--- src/rtl/mem_access_unit.sv ---
// Multicycle load/store stage: req/ack access to a 64-bit word memory, sub-word stores by RMW.
// Optional ack timeout is enabled by defining MEMACC_TIMEOUT_EN.
module mem_access_unit #(
  parameter int unsigned ACK_TIMEOUT = 16
) (
  input  logic        clk,
  input  logic        reset,
  input  logic        start,
  input  logic        is_store,
  input  logic [2:0]  funct3,
  input  logic [63:0] addr,
  input  logic [63:0] wdata,
  output logic        busy,
  output logic        done,
  output logic [63:0] rdata,
  output logic        fault,
  output logic        mem_req,
  output logic        mem_we,
  output logic [63:0] mem_addr,
  output logic [63:0] mem_wdata,
  input  logic [63:0] mem_rdata,
  input  logic        mem_ack
);

  typedef enum logic [2:0] {StIdle, StCheck, StRead, StMerge, StWrite, StDone} state_e;

  state_e      state_q, state_d;
  logic        is_store_q;
  logic [2:0]  funct3_q;
  logic [2:0]  off_q;
  logic [63:0] wdata_q;
  logic [63:0] rdata_q;
  logic        fault_q;
  logic [63:0] mem_addr_q;
  logic [63:0] mem_wdata_q;

  logic [63:0] size_mask;
  logic [63:0] lane_mask;
  logic [63:0] merged;
  logic [63:0] load_data;
  logic        misaligned;
  logic        invalid;
  logic        is_sd;
  logic        timeout;

  always_comb begin
    size_mask  = '1;
    misaligned = 1'b0;
    case (funct3_q[1:0])
      2'b00: size_mask = 64'h0000_0000_0000_00ff;
      2'b01: begin
        size_mask  = 64'h0000_0000_0000_ffff;
        misaligned = off_q[0];
      end
      2'b10: begin
        size_mask  = 64'h0000_0000_ffff_ffff;
        misaligned = |off_q[1:0];
      end
      default: misaligned = |off_q;
    endcase
  end

  assign invalid   = (funct3_q == 3'b111) || (is_store_q && funct3_q[2]);
  assign is_sd     = is_store_q && (funct3_q == 3'b011);
  assign lane_mask = size_mask << {off_q, 3'b000};
  assign merged    = (mem_wdata_q & ~lane_mask) | ((wdata_q << {off_q, 3'b000}) & lane_mask);
  assign load_data = (mem_rdata >> {off_q, 3'b000}) & size_mask;

`ifdef MEMACC_TIMEOUT_EN
  localparam int unsigned TmoW = $clog2(ACK_TIMEOUT + 1);
  logic [TmoW-1:0] tmo_cnt_q;

  // Counter is held at zero outside the wait states, so it restarts on every entry.
  always_ff @(posedge clk) begin
    if (reset || !(state_q inside {StRead, StWrite})) begin
      tmo_cnt_q <= '0;
    end else if (!mem_ack) begin
      tmo_cnt_q <= tmo_cnt_q + 1'b1;
    end
  end

  assign timeout = (state_q inside {StRead, StWrite}) && !mem_ack &&
                   (tmo_cnt_q == TmoW'(ACK_TIMEOUT - 1));
`else
  // Without the counter the parameter has no effect.
  assign timeout = 1'b0 & (ACK_TIMEOUT == 0);
`endif

  always_comb begin
    state_d = state_q;
    case (state_q)
      StIdle:  if (start) state_d = StCheck;
      StCheck: begin
        if (misaligned || invalid) state_d = StDone;
        else if (is_sd)            state_d = StWrite;
        else                       state_d = StRead;
      end
      StRead: begin
        if (mem_ack)      state_d = is_store_q ? StMerge : StDone;
        else if (timeout) state_d = StDone;
      end
      StMerge: state_d = StWrite;
      StWrite: if (mem_ack || timeout) state_d = StDone;
      StDone:  state_d = StIdle;
      default: state_d = StIdle;
    endcase
  end

  always_ff @(posedge clk) begin
    if (reset) begin
      state_q     <= StIdle;
      is_store_q  <= 1'b0;
      funct3_q    <= '0;
      off_q       <= '0;
      wdata_q     <= '0;
      rdata_q     <= '0;
      fault_q     <= 1'b0;
      mem_addr_q  <= '0;
      mem_wdata_q <= '0;
    end else begin
      state_q <= state_d;
      case (state_q)
        StIdle: if (start) begin
          is_store_q <= is_store;
          funct3_q   <= funct3;
          off_q      <= addr[2:0];
          wdata_q    <= wdata;
          mem_addr_q <= {addr[63:3], 3'b000};
          fault_q    <= 1'b0;
        end
        StCheck: begin
          if (misaligned || invalid) fault_q     <= 1'b1;
          else if (is_sd)            mem_wdata_q <= wdata_q;
        end
        StRead: begin
          if (mem_ack) begin
            if (is_store_q) mem_wdata_q <= mem_rdata;
            else            rdata_q     <= load_data;
          end else if (timeout) begin
            fault_q <= 1'b1;
          end
        end
        StMerge: mem_wdata_q <= merged;
        StWrite: if (!mem_ack && timeout) fault_q <= 1'b1;
        default: ;
      endcase
    end
  end

  assign busy      = (state_q != StIdle);
  assign done      = (state_q == StDone);
  assign mem_req   = (state_q == StRead) || (state_q == StWrite);
  assign mem_we    = (state_q == StWrite);
  assign rdata     = rdata_q;
  assign fault     = fault_q;
  assign mem_addr  = mem_addr_q;
  assign mem_wdata = mem_wdata_q;

endmodule

--- config.mk ---
export PLATFORM = sky130hd
export DESIGN_NAME = mem_access_unit
export DESIGN_NICKNAME = d
export VERILOG_FILES = /design/src/rtl/mem_access_unit.sv
export SDC_FILE = /design/constraint.sdc
export NUM_CORES = 1
export LEC_CHECK = 0
export BUFFER_PORTS_ARGS = -buffer_cell sky130_fd_sc_hd__buf_2
export CAP_MARGIN = 40
export CORE_UTILIZATION = 48
export DETAILED_ROUTE_END_ITERATION = 10
export PLACE_DENSITY = 0.77
export SYNTH_ARGS = -nofsm -noshare
export SYNTH_HDL_FRONTEND = slang
export SYNTH_SLANG_ARGS = --single-unit
--- constraint.sdc ---
create_clock -name clk -period 2 [get_ports clk]
set_input_delay 0.4 -clock clk [delete_from_list [all_inputs] [get_ports clk]]
set_output_delay 0.4 -clock clk [all_outputs]
set_load 0.03 [all_outputs]
==> impl_metrics.yaml <==
status:
  outcome: "complete, but fails checks"
  violations: "setup timing"
final_layout:
  fill_cells: 2498
  area.growth.synth_to_final_pct: 31.95
  fin_util: 0.6467
  nNetsFinal: 2310
  n_antenna_cell: 0
  fin_cells: 2513
  regArea_um2: 5301
  drive_gt1_frac: 0.3358
  multi_input_area_um2: 8248
timing:
  tightest_slew_ps: 655.7
  maxSlewViolCount: 0
  finClkSkew_ps: 25.93
  fin_crit_sh: 1.038
  post-route-min-period_ps: 2076
  rsz0062_at_grt: "true"
  hold_viol: 0
  fmax_mhz: 481.7
  maxSlewHeadroom: 0.5582
  tns_ps: -1696
  setup_slack_ps: -76.13
  setup-violations-final: 44
setup_path:
  start_kind: "flop"
  path_buf_inv: 3
  crit_type: "reg -> reg"
  cp.required_ps: 2430
  worstPathArrival_ps: 2510
  cp_cell_sequence: "or4_4, a221oi_4, o21a_2, buf_12, buf_12, clkbuf_16, a31oi_1"
  worstPathMaxFanout: 7
  cp_slowest_cell: "or4_4"
  critPathTopFamily: "compound AO/OA/AOI/OAI gates"
  crit_top_cell: "buf_12"
  end_kind: "flop"
  slowest_delay_ps: 500
logic_synthesis:
  synthArstFlopShare: 0
  synth_area_um2: 14110
  yosysTopAreaCellShare: 0.3747
  synth_commonest_cells: "nand2_1, dfxtp_1, a21oi_1"
  ys_ff_latch: 264
  syn_area_per_cell_um2: 8.254
  netlist_instances: 1709
  synth_largest_area_cell: "dfxtp_1"
  ys_types: 64
  netlist_top_cells_area: "dfxtp_1, nand2_1, a21oi_1, mux4_2, mux2i_1"
  yosys_warnings: 0
  yosysMostFrequentCell: "nand2_1"
  synth_ff_type: "dfxtp_1"
  synth_edf_count: 0
  seq_area_frac_synth: 0.3747
clocking:
  ctsRootBufferMaster: "clkbuf_16"
  cts_max_path_buffers: 3
  hold_buffers: 0
  clock_latency_ps: 570
  cts_buffers: 28
  cts_tree: "built"
  cts.reportedPaths.clkPinSlew_ps: 70
  cts_sinks: 264
  cts_htree_levels: 1
floorplanning:
  row_count: 62
  initial_core_util: 0.4901
  die_area_um2: 30080
  fp.dieW_um: 173.4
  core_um2: 28780
  io_pins: 397
  die_y_um: 173.4
detailed_routing:
  route.antenna.remaining_nets: 0
  wl_mm: 59.88
  drc: 0
  wl_per_cell_um: 23.83
  drtIter0Drc: 1988
  viasPerCell: 6.293
  first_pass_iters: 7
  vias: 15820
place:
  port_buffers: 393
  dp.cells: 2444
  finalWeightedCongestion: 0.9979
  dpl.hpwl_mm: 44.07
power_and_ir_drop:
  ir_drop_v: 0.0005852
  p_per_area_nw_per_um2: 859.6
  p_leak_nw: 7.728
grt:
  grt_use_total: 0.3835
  grt_pass1_vias: 14650
  grt_max_degree: 135
  overflow: 0
  grt_pass1_wl_mm: 88.98
  antenna_found_initial: 1
min_path:
  hold_class: "in -> reg"
run:
  drv_cap: 0
[final timing paths]
path / start / to / slack (ps) / depth (start not counted)
setup / recovery: off_q[0]$_SDFFE_PP0P_ / mem_wdata[42]$_SDFFE_PP0P_ / -80 / 7
hold / removal: funct3[1] / funct3_q[1]$_SDFFE_PP0P_ / 60 / 3
setup reg to reg: off_q[0]$_SDFFE_PP0P_ / mem_wdata[42]$_SDFFE_PP0P_ / -80 / 7
hold reg to reg: mem_addr[18]$_SDFFE_PP0P_ / mem_addr[18]$_SDFFE_PP0P_ / 450 / 2
[registers in the layout, indices dropped and copies added (netlist names)]
| signal | flops |
|---|---|
| fault | 1 |
| funct3_q | 3 |
| is_store_q | 1 |
| mem_addr | 61 |
| mem_wdata | 64 |
| off_q | 3 |
| rdata | 64 |
| state_q | 3 |
| wdata_q | 64 |
[layout make-up]
cell class | instances | area share
sequential | 264 | 0.2848
inverter | 19 | 0.004168
multi-input combinational | 1261 | 0.4431
tap | 384 | 0.02581
clock buffer | 38 | 0.04403
clock inverter | 11 | 0.006252
timing repair buffer | 536 | 0.1918
[where the power goes]
group / switching, W / internal, W
logic: 0.00286 / 0.00184
registers: 0.000445 / 0.00560
clock network: 0.00224 / 0.00301
total: 0.00555 / 0.0104
[cell usage in the layout (no fill, tap or decap), types with 7 or more instances in the layout]
master and n:
buf_2 390, nand2_1 361, dfxtp_1 257, a21oi_1 209, buf_4 100, nor2_1 94, mux2i_1 78, a22oi_1 66
o21ai_0 50, mux4_2 40, o211ai_1 34, clkbuf_16 33, mux2_2 30, nand3_1 22, o21ai_1 19, a22o_1 19
buf_12 19, a21o_1 18, inv_1 15, a31oi_1 15, and3_1 15, buf_6 15, o32ai_1 13, and2_1 12
a221o_1 12, o22ai_1 10, nand2b_1 9, a311oi_1 8, nor3_1 8, a211oi_1 8, a32o_1 8, o21ai_2 8
a221oi_1 8, o32ai_2 7
[stage by stage]
| step | power [W] | area (um^2) | hold WS (ps) | setup slack (ps) |
|---|---|---|---|---|
| final | 0.01600 | 18610 | 62.01 | -76.13 |
| after global routing | 0.01659 | 18610 | 55.53 | -104.5 |
| after CTS | 0.01585 | 18310 | 41.49 | -22.75 |
| after detailed placement | 0.01046 | 17000 | 443.0 | -179.6 |
| after global placement | 0.01041 | 17000 | 438.8 | -114.3 |
| after floorplan | 0.008707 | 14120 | 446.6 | 20.67 |
[worst register-to-register path, cell delays in order, from the launching register on]
cell and delay [ps]:
dfxtp_4 370, or4_4 500, a221oi_4 330, o21a_2 200, buf_12 160, buf_12 140
clkbuf_16 150, a31oi_1 80
[per-layer routing]
layer / wire length, um / track usage / share of wire / vias up
met5: 15 / 0 / 0.00025 / -
met4: 3827 / 0.2065 / 0.064 / 2
met3: 6798 / 0.08377 / 0.11 / 245
met2: 26100 / 0.5858 / 0.44 / 1165
met1: 23140 / 0.5053 / 0.39 / 7416
li1: - / - / - / 6987
[cells by family after synthesis]
family | synth area share
AOI/OAI and AO/OA | 0.2554
buffers and inverters | 0.06067
and+or+nand+nor | 0.1652
DFF | 0.3747
muxes | 0.1432
other | 0.0002658
xor gates and xnor gates | 0.0006210
[what timing repair did]
action | 4_1_cts | 5_1_grt
cloned | 4 | 6
setup buffers | 10 | 1
setup endpoints to repair | 69 | 78
pin swaps | 15 | 7
resized for setup | 41 | 40
Note: power is estimated with default switching activity, not from simulation.
